$ cat config.mk
export PLATFORM = sky130hd
export DESIGN_NAME = ccc_addr_update_seq_flat
export DESIGN_NICKNAME = d
export VERILOG_FILES = /design/src/rtl/ccc_addr_update_seq_if.sv /design/src/rtl/ccc_addr_update_seq.sv /design/src/flat_wrapper.sv
export SDC_FILE = /design/constraint.sdc
export NUM_CORES = 1
export LEC_CHECK = 0
export CAP_MARGIN = 10
export CORE_MARGIN = 1
export CORE_UTILIZATION = 43
export DETAILED_ROUTE_END_ITERATION = 8
export GPL_TIMING_DRIVEN = 0
export PLACE_DENSITY = 0.76
export SLEW_MARGIN = 30
export SYNTH_ARGS = -nofsm -noshare
export SYNTH_HDL_FRONTEND = slang
export SYNTH_SLANG_ARGS = --single-unit
$ cat constraint.sdc
create_clock -name clk_i -period 2.4 [get_ports clk_i]
set_input_delay 0.6 -clock clk_i [delete_from_list [all_inputs] [get_ports clk_i]]
set_output_delay 0.6 -clock clk_i [all_outputs]
set_load 0.005 [all_outputs]
$ cat src/rtl/ccc_addr_update_seq_if.sv
// CCC event handshake bundle between the CCC decoder (master) and the
// address-update sequencer (slave).
interface ccc_addr_update_seq_if;
    logic       evt_valid;
    logic       evt_ready;
    logic [7:0] evt_ccc;
    logic [7:0] evt_data;
    logic       evt_virt;

    modport master (
        output evt_valid,
        output evt_ccc,
        output evt_data,
        output evt_virt,
        input  evt_ready
    );

    modport slave (
        input  evt_valid,
        input  evt_ccc,
        input  evt_data,
        input  evt_virt,
        output evt_ready
    );
endinterface

$ cat src/rtl/ccc_addr_update_seq.sv
// Turns queued target-side CCC events into single-cycle CSR update strobes,
// legality-checked against current address-valid state, with a settle gap.
module ccc_addr_update_seq #(
    parameter int unsigned FifoDepth    = 4,
    parameter int unsigned SettleCycles = 2
) (
    input  logic                        clk_i,
    input  logic                        rst_i,
    ccc_addr_update_seq_if.slave        evt_if,
    input  logic                        dyn_addr_valid_i,
    input  logic                        virt_dyn_addr_valid_i,
    input  logic                        static_addr_valid_i,
    input  logic                        virt_static_addr_valid_i,
    output logic [6:0]                  set_dasa_o,
    output logic                        set_dasa_valid_o,
    output logic                        set_dasa_virtual_device_o,
    output logic                        set_aasa_o,
    output logic                        set_aasa_virt_o,
    output logic                        rstdaa_o,
    output logic [6:0]                  newda_o,
    output logic                        set_newda_o,
    output logic                        set_newda_virtual_device_o,
    output logic [7:0]                  rst_action_o,
    output logic                        rst_action_valid_o,
    output logic                        rejected_o,
    output logic                        busy_o
);

    localparam int unsigned PtrW = $clog2(FifoDepth);
    localparam int unsigned CntW = $clog2(FifoDepth) + 1;
    localparam logic [CntW-1:0] FullCnt = CntW'(FifoDepth);
    localparam int unsigned SetW = (SettleCycles > 1) ? $clog2(SettleCycles) : 1;
    localparam logic [SetW-1:0] SettleLast = (SettleCycles == 0) ? '0 : SetW'(SettleCycles - 1);

    localparam logic [7:0] CccRstdaa   = 8'h06;
    localparam logic [7:0] CccSetaasa  = 8'h29;
    localparam logic [7:0] CccRstactB  = 8'h2A;
    localparam logic [7:0] CccSetdasa  = 8'h87;
    localparam logic [7:0] CccSetnewda = 8'h88;
    localparam logic [7:0] CccRstactD  = 8'h9A;

    localparam logic [1:0] StIdle   = 2'd0;
    localparam logic [1:0] StIssue  = 2'd1;
    localparam logic [1:0] StSettle = 2'd2;

    typedef struct packed {
        logic [7:0] ccc;
        logic [7:0] data;
        logic       virt;
    } evt_t;

    evt_t            mem_q [FifoDepth];
    logic [PtrW-1:0] wr_ptr_q, rd_ptr_q;
    logic [CntW-1:0] cnt_q, cnt_d;
    logic [1:0]      state_q, state_d;
    logic [SetW-1:0] settle_cnt_q, settle_cnt_d;
    logic            push, pop;

    // Ready looks only at the registered count, so a same-cycle pop never frees a slot.
    assign evt_if.evt_ready = (cnt_q != FullCnt);
    assign push = evt_if.evt_valid && evt_if.evt_ready;
    assign pop  = (state_q == StIdle) && (cnt_q != '0);

    always_ff @(posedge clk_i) begin
        if (push) begin
            mem_q[wr_ptr_q] <= '{ccc: evt_if.evt_ccc, data: evt_if.evt_data, virt: evt_if.evt_virt};
        end
    end

    always_comb begin
        cnt_d = cnt_q;
        if (push && !pop) begin
            cnt_d = cnt_q + 1'b1;
        end else if (!push && pop) begin
            cnt_d = cnt_q - 1'b1;
        end
    end

    always_ff @(posedge clk_i) begin
        if (rst_i) begin
            wr_ptr_q <= '0;
            rd_ptr_q <= '0;
            cnt_q    <= '0;
        end else begin
            if (push) wr_ptr_q <= wr_ptr_q + 1'b1;
            if (pop)  rd_ptr_q <= rd_ptr_q + 1'b1;
            cnt_q <= cnt_d;
        end
    end

    always_comb begin
        state_d      = state_q;
        settle_cnt_d = settle_cnt_q;
        case (state_q)
            StIdle: begin
                if (pop) state_d = StIssue;
            end
            StIssue: begin
                settle_cnt_d = '0;
                state_d      = (SettleCycles == 0) ? StIdle : StSettle;
            end
            StSettle: begin
                if (settle_cnt_q == SettleLast) begin
                    state_d = StIdle;
                end else begin
                    settle_cnt_d = settle_cnt_q + 1'b1;
                end
            end
            default: state_d = StIdle;
        endcase
    end

    evt_t       head;
    logic [6:0] head_addr;
    logic       addr_bad, dyn_v, static_v;

    logic [6:0] set_dasa_d, newda_d;
    logic [7:0] rst_action_d;
    logic       set_dasa_valid_d, set_dasa_virt_d, set_aasa_d, set_aasa_virt_d;
    logic       rstdaa_d, set_newda_d, set_newda_virt_d, rst_action_valid_d, rejected_d;

    assign head      = mem_q[rd_ptr_q];
    assign head_addr = head.data[7:1];
    assign addr_bad  = (head_addr == 7'h00) || (head_addr == 7'h7E);
    assign dyn_v     = head.virt ? virt_dyn_addr_valid_i : dyn_addr_valid_i;
    assign static_v  = head.virt ? virt_static_addr_valid_i : static_addr_valid_i;

    // Strobes default low so they only rise in the ISSUE cycle following a pop.
    always_comb begin
        set_dasa_d         = set_dasa_o;
        set_dasa_virt_d    = set_dasa_virtual_device_o;
        newda_d            = newda_o;
        set_newda_virt_d   = set_newda_virtual_device_o;
        rst_action_d       = rst_action_o;
        set_dasa_valid_d   = 1'b0;
        set_aasa_d         = 1'b0;
        set_aasa_virt_d    = 1'b0;
        rstdaa_d           = 1'b0;
        set_newda_d        = 1'b0;
        rst_action_valid_d = 1'b0;
        rejected_d         = 1'b0;
        if (pop) begin
            case (head.ccc)
                CccRstdaa: rstdaa_d = 1'b1;
                CccSetaasa: begin
                    if (dyn_v || !static_v) begin
                        rejected_d = 1'b1;
                    end else if (head.virt) begin
                        set_aasa_virt_d = 1'b1;
                    end else begin
                        set_aasa_d = 1'b1;
                    end
                end
                CccSetdasa: begin
                    if (dyn_v || addr_bad) begin
                        rejected_d = 1'b1;
                    end else begin
                        set_dasa_valid_d = 1'b1;
                        set_dasa_d       = head_addr;
                        set_dasa_virt_d  = head.virt;
                    end
                end
                CccSetnewda: begin
                    if (!dyn_v || addr_bad) begin
                        rejected_d = 1'b1;
                    end else begin
                        set_newda_d      = 1'b1;
                        newda_d          = head_addr;
                        set_newda_virt_d = head.virt;
                    end
                end
                CccRstactB, CccRstactD: begin
                    rst_action_valid_d = 1'b1;
                    rst_action_d       = head.data;
                end
                default: rejected_d = 1'b1;
            endcase
        end
    end

    always_ff @(posedge clk_i) begin
        if (rst_i) begin
            state_q                    <= StIdle;
            settle_cnt_q               <= '0;
            set_dasa_o                 <= '0;
            set_dasa_valid_o           <= 1'b0;
            set_dasa_virtual_device_o  <= 1'b0;
            set_aasa_o                 <= 1'b0;
            set_aasa_virt_o            <= 1'b0;
            rstdaa_o                   <= 1'b0;
            newda_o                    <= '0;
            set_newda_o                <= 1'b0;
            set_newda_virtual_device_o <= 1'b0;
            rst_action_o               <= '0;
            rst_action_valid_o         <= 1'b0;
            rejected_o                 <= 1'b0;
        end else begin
            state_q                    <= state_d;
            settle_cnt_q               <= settle_cnt_d;
            set_dasa_o                 <= set_dasa_d;
            set_dasa_valid_o           <= set_dasa_valid_d;
            set_dasa_virtual_device_o  <= set_dasa_virt_d;
            set_aasa_o                 <= set_aasa_d;
            set_aasa_virt_o            <= set_aasa_virt_d;
            rstdaa_o                   <= rstdaa_d;
            newda_o                    <= newda_d;
            set_newda_o                <= set_newda_d;
            set_newda_virtual_device_o <= set_newda_virt_d;
            rst_action_o               <= rst_action_d;
            rst_action_valid_o         <= rst_action_valid_d;
            rejected_o                 <= rejected_d;
        end
    end

    assign busy_o = (cnt_q != '0) || (state_q != StIdle);

endmodule
$ cat src/flat_wrapper.sv
// flat-port wrapper written by rule: the top's interface ports become plain ports
module ccc_addr_update_seq_flat 
#(
    parameter int unsigned FifoDepth    = 4,
    parameter int unsigned SettleCycles = 2
)
  (clk_i, rst_i, dyn_addr_valid_i, virt_dyn_addr_valid_i, static_addr_valid_i, virt_static_addr_valid_i, set_dasa_o, set_dasa_valid_o, set_dasa_virtual_device_o, set_aasa_o, set_aasa_virt_o, rstdaa_o, newda_o, set_newda_o, set_newda_virtual_device_o, rst_action_o, rst_action_valid_o, rejected_o, busy_o, evt_if_evt_valid, evt_if_evt_ccc, evt_if_evt_data, evt_if_evt_virt, evt_if_evt_ready);
  ccc_addr_update_seq_if evt_if_i ();
  input  logic clk_i;
  input  logic rst_i;
  input  logic dyn_addr_valid_i;
  input  logic virt_dyn_addr_valid_i;
  input  logic static_addr_valid_i;
  input  logic virt_static_addr_valid_i;
  output logic [6:0] set_dasa_o;
  output logic set_dasa_valid_o;
  output logic set_dasa_virtual_device_o;
  output logic set_aasa_o;
  output logic set_aasa_virt_o;
  output logic rstdaa_o;
  output logic [6:0] newda_o;
  output logic set_newda_o;
  output logic set_newda_virtual_device_o;
  output logic [7:0] rst_action_o;
  output logic rst_action_valid_o;
  output logic rejected_o;
  output logic busy_o;
  input wire logic [$bits(evt_if_i.evt_valid)-1:0] evt_if_evt_valid;
  input wire logic [$bits(evt_if_i.evt_ccc)-1:0] evt_if_evt_ccc;
  input wire logic [$bits(evt_if_i.evt_data)-1:0] evt_if_evt_data;
  input wire logic [$bits(evt_if_i.evt_virt)-1:0] evt_if_evt_virt;
  output wire logic [$bits(evt_if_i.evt_ready)-1:0] evt_if_evt_ready;
  assign evt_if_i.evt_valid = evt_if_evt_valid;
  assign evt_if_i.evt_ccc = evt_if_evt_ccc;
  assign evt_if_i.evt_data = evt_if_evt_data;
  assign evt_if_i.evt_virt = evt_if_evt_virt;
  assign evt_if_evt_ready = evt_if_i.evt_ready;
  ccc_addr_update_seq #(.FifoDepth(FifoDepth), .SettleCycles(SettleCycles)) u_core (.clk_i(clk_i), .rst_i(rst_i), .evt_if(evt_if_i), .dyn_addr_valid_i(dyn_addr_valid_i), .virt_dyn_addr_valid_i(virt_dyn_addr_valid_i), .static_addr_valid_i(static_addr_valid_i), .virt_static_addr_valid_i(virt_static_addr_valid_i), .set_dasa_o(set_dasa_o), .set_dasa_valid_o(set_dasa_valid_o), .set_dasa_virtual_device_o(set_dasa_virtual_device_o), .set_aasa_o(set_aasa_o), .set_aasa_virt_o(set_aasa_virt_o), .rstdaa_o(rstdaa_o), .newda_o(newda_o), .set_newda_o(set_newda_o), .set_newda_virtual_device_o(set_newda_virtual_device_o), .rst_action_o(rst_action_o), .rst_action_valid_o(rst_action_valid_o), .rejected_o(rejected_o), .busy_o(busy_o));
endmodule
==> flow_metrics.env <==
export IMPL_overflow=0
export IMPL_crit_top_cell="buf_12"
export IMPL_power_switching_mw=1.74
export IMPL_clkTransAtPathRegs_ps=110
export IMPL_end_kind="register"
export IMPL_placed_cells=494
export IMPL_synthTopCellsByArea="edfxtp_1, dfxtp_1, mux4_1"
export IMPL_max_cap_violations=0
export IMPL_drt_pass1_iterations=4
export IMPL_power_clock_fraction=0.211
export IMPL_port_buffers=56
export IMPL_worstPathMaxFanout=7
export IMPL_met2_usage=0.302
export IMPL_multiInputGateArea_um2=1610
export IMPL_p_int_mw=3.52
export IMPL_setup_viol=0
export IMPL_cp_top_family="simple AND/OR/NAND/NOR gates"
export IMPL_crit_path_cell_trace="buf_12, buf_12, mux4_2, nor4b_4, nand4_4, or3_4, mux2i_1"
export IMPL_synth_top_area_share=0.450
export IMPL_fin_crit_sh=0.993
export IMPL_top_level_ports=57
export IMPL_yosysWarnings=0
export IMPL_drcViolationCount=0
export IMPL_power_mw=5.26
export IMPL_ys_seq_elements=111
export IMPL_finish_instance_area_um2=5820
export IMPL_asyncSetResetFlopFracSynth=0
export IMPL_power_frac_seq=0.440
export IMPL_nNetsFinal=422
export IMPL_cts_hold_buffers_added=0
export IMPL_crit_required_ps=2670
export IMPL_critical_path_class="reg2reg"
export IMPL_layout_cells_non_filler=529
export IMPL_synth_seq_area_share=0.639
export IMPL_syn_num_nets=336
export IMPL_slew_headroom=0.399
export IMPL_cpMaxStageDelayCell="mux4_2"
export IMPL_initial_core_util=0.442
export IMPL_tightestPinTransition_ps=902
export IMPL_use_met3=0.0368
export IMPL_drtIter0Drc=177
export IMPL_floorplan_die_area_um2=11000
export IMPL_max_freq_mhz=420
export IMPL_place_ws_ps=-439
export IMPL_ctsLongestPathBuffers=2
export IMPL_top_usage_layer="met2"
export IMPL_p_leak_nw=2.04
export IMPL_diodes=0
export IMPL_gr_usage_met1=0.211
export IMPL_timing_final_ws_setup_ps=17.6
export IMPL_max_stage_delay_ps=610
export IMPL_area_growth_pct=28.1
export IMPL_ys_types=50
export IMPL_grt_max_degree=23
export IMPL_cts_tree="built"
export IMPL_slew_viol_final=0
export IMPL_cts_buffers=9
export IMPL_core_area_um2=10300
export IMPL_hp_start="u_core.set_dasa_o[3]"
export IMPL_placed_area_um2=5270
export IMPL_worst_setup_path_start_kind="register"
export IMPL_hold_path_class="reg2reg"
export IMPL_regArea_um2=2910
export IMPL_antenna_found_initial=0
export IMPL_tns_ps=0
export IMPL_run_status="finished clean"
export IMPL_insertion_delay_ps=380
export IMPL_routed_wl_um=9310
export IMPL_placementRows=37
export IMPL_clock_skew_ps=12.7
export IMPL_track_usage=0.173
export IMPL_layout_common_cells="edfxtp_1, clkdlybuf4s50_1, dfxtp_1, nor2_1, nand2_1"
export IMPL_peakVddDrop_v=0.000475
export IMPL_h_tree_depth=3
export IMPL_holdWs_ps=465
export IMPL_wl_per_cell_um=17.6
export IMPL_ant_nets=0
export IMPL_combPwrFrac=0.349
export IMPL_hold_viol_final=0
export IMPL_netlist_instances=302
export IMPL_n_fill_cell=824
export IMPL_fin_crit_ps=2380
export IMPL_path_buf_inv=2
export IMPL_routed_via_density=5.32
export IMPL_switching_share=0.331
export IMPL_grt_setup_unrepaired="yes"
export IMPL_first_global_vias=2827
export IMPL_p_per_area_nw_per_um2=904
export IMPL_vias=2814
export IMPL_die_x_um=105
export IMPL_synth_edf_count=68
export IMPL_crit_arrival_ps=2660
export IMPL_syn_area_per_cell_um2=15.0
export IMPL_drive_gt1_frac=0.232
export IMPL_final_common_cell="edfxtp_1"
export IMPL_synthesis_area_um2=4540
export IMPL_grt_first_pass_wirelength_um=14400
export IMPL_postLayoutCoreUtil=0.566
export IMPL_dp_hpwl_um=5910
export IMPL_gp_congestion=0.742
export IMPL_dieHeight_um=105
export IMPL_clock_sinks=111
export IMPL_yosysTopAreaCell="edfxtp_1"
export IMPL_synth_flop_cell="edfxtp_1"
export IMPL_cts_root_buf="clkbuf_8"
[path summary, 6_finish.rpt]
check,to,slack (ps),cells past startpoint
setup / recovery,u_core.set_dasa_o[1],20,7
hold / removal,u_core.set_dasa_o[3],460,2
setup reg to reg,u_core.set_dasa_o[1],20,7
hold reg to reg,u_core.set_dasa_o[3],460,2
[worst min-delay path: stages (launching register included)]
cell and delay [ps]:
dfxtp_1 330, nand2_1 50, mux2i_1 50
[per-layer routing]
layer | vias up | routed length [µm]
li1 | 1319 | -
met1 | 1375 | 3820
met2 | 102 | 4760
met3 | 18 | 503
met4 | 0 | 228
met5 | - | 0
[final cells by class]
cell class	count	share of cell area
multi-input combinational	169	0.277
timing repair buffer	77	0.137
clock inverter	7	0.0127
buffer	12	0.0179
inverter	8	0.00516
sequential	111	0.500
clock buffer	9	0.0213
tap	136	0.0293
[sequential cells by signal, summed over array words and instances, names as in the netlist, 2 cells and up, named ones only]
name / count
u_core.cnt_q: 3
u_core.mem_q: 68
u_core.newda_o: 7
u_core.rd_ptr_q: 2
u_core.rst_action_o: 8
u_core.set_dasa_o: 7
u_core.state_q: 2
u_core.wr_ptr_q: 2
[Yosys cell counts, types with 2 or more instances]
master / n
a21oi_1: 13
and2_1: 3
and2b_1: 2
and3_1: 4
and4_1: 2
buf_2: 3
clkbuf_1: 7
dfxtp_1: 43
edfxtp_1: 68
ha_1: 9
inv_1: 7
mux2i_1: 20
mux4_1: 14
mux4_2: 3
nand2_1: 20
nand3_1: 3
nand4_1: 8
nor2_1: 25
nor2b_1: 2
nor3_1: 5
nor3b_1: 2
o31ai_1: 8
xnor2_1: 2
xor2_1: 3
[timing repair]
action	in CTS	in global routing
pin swaps	4	6
gates cloned	1	1
endpoints found under the setup margin	31	28
setup buffers	6	13
resized for setup	16	37
[cells by family (layout without fill, tap and decap cells)]
logic type | after synthesis | after routing | share of synthesized area
DFF | 111 | 111 | 0.639
and+or+nand+nor | 88 | 88 | 0.112
muxes | 38 | 38 | 0.143
AOI/OAI and AO/OA | 28 | 28 | 0.0419
buffers and inverters | 22 | 113 | 0.0251
adders and majority gates | 10 | 10 | 0.0292
xor gates and xnor gates | 5 | 5 | 0.00965
[power by group through the flow]
stage          combinational [mW]  clock [mW]  sequential, mW
2_1_floorplan               0.990           0            2.31
3_3_place_gp                 1.32           0            2.31
3_5_place_dp                 1.38           0            2.33
4_1_cts                      1.56        1.13            2.30
5_1_grt                      1.97        1.21            2.33
6_report                     1.83        1.11            2.32
(Power assumes the default switching activity.)
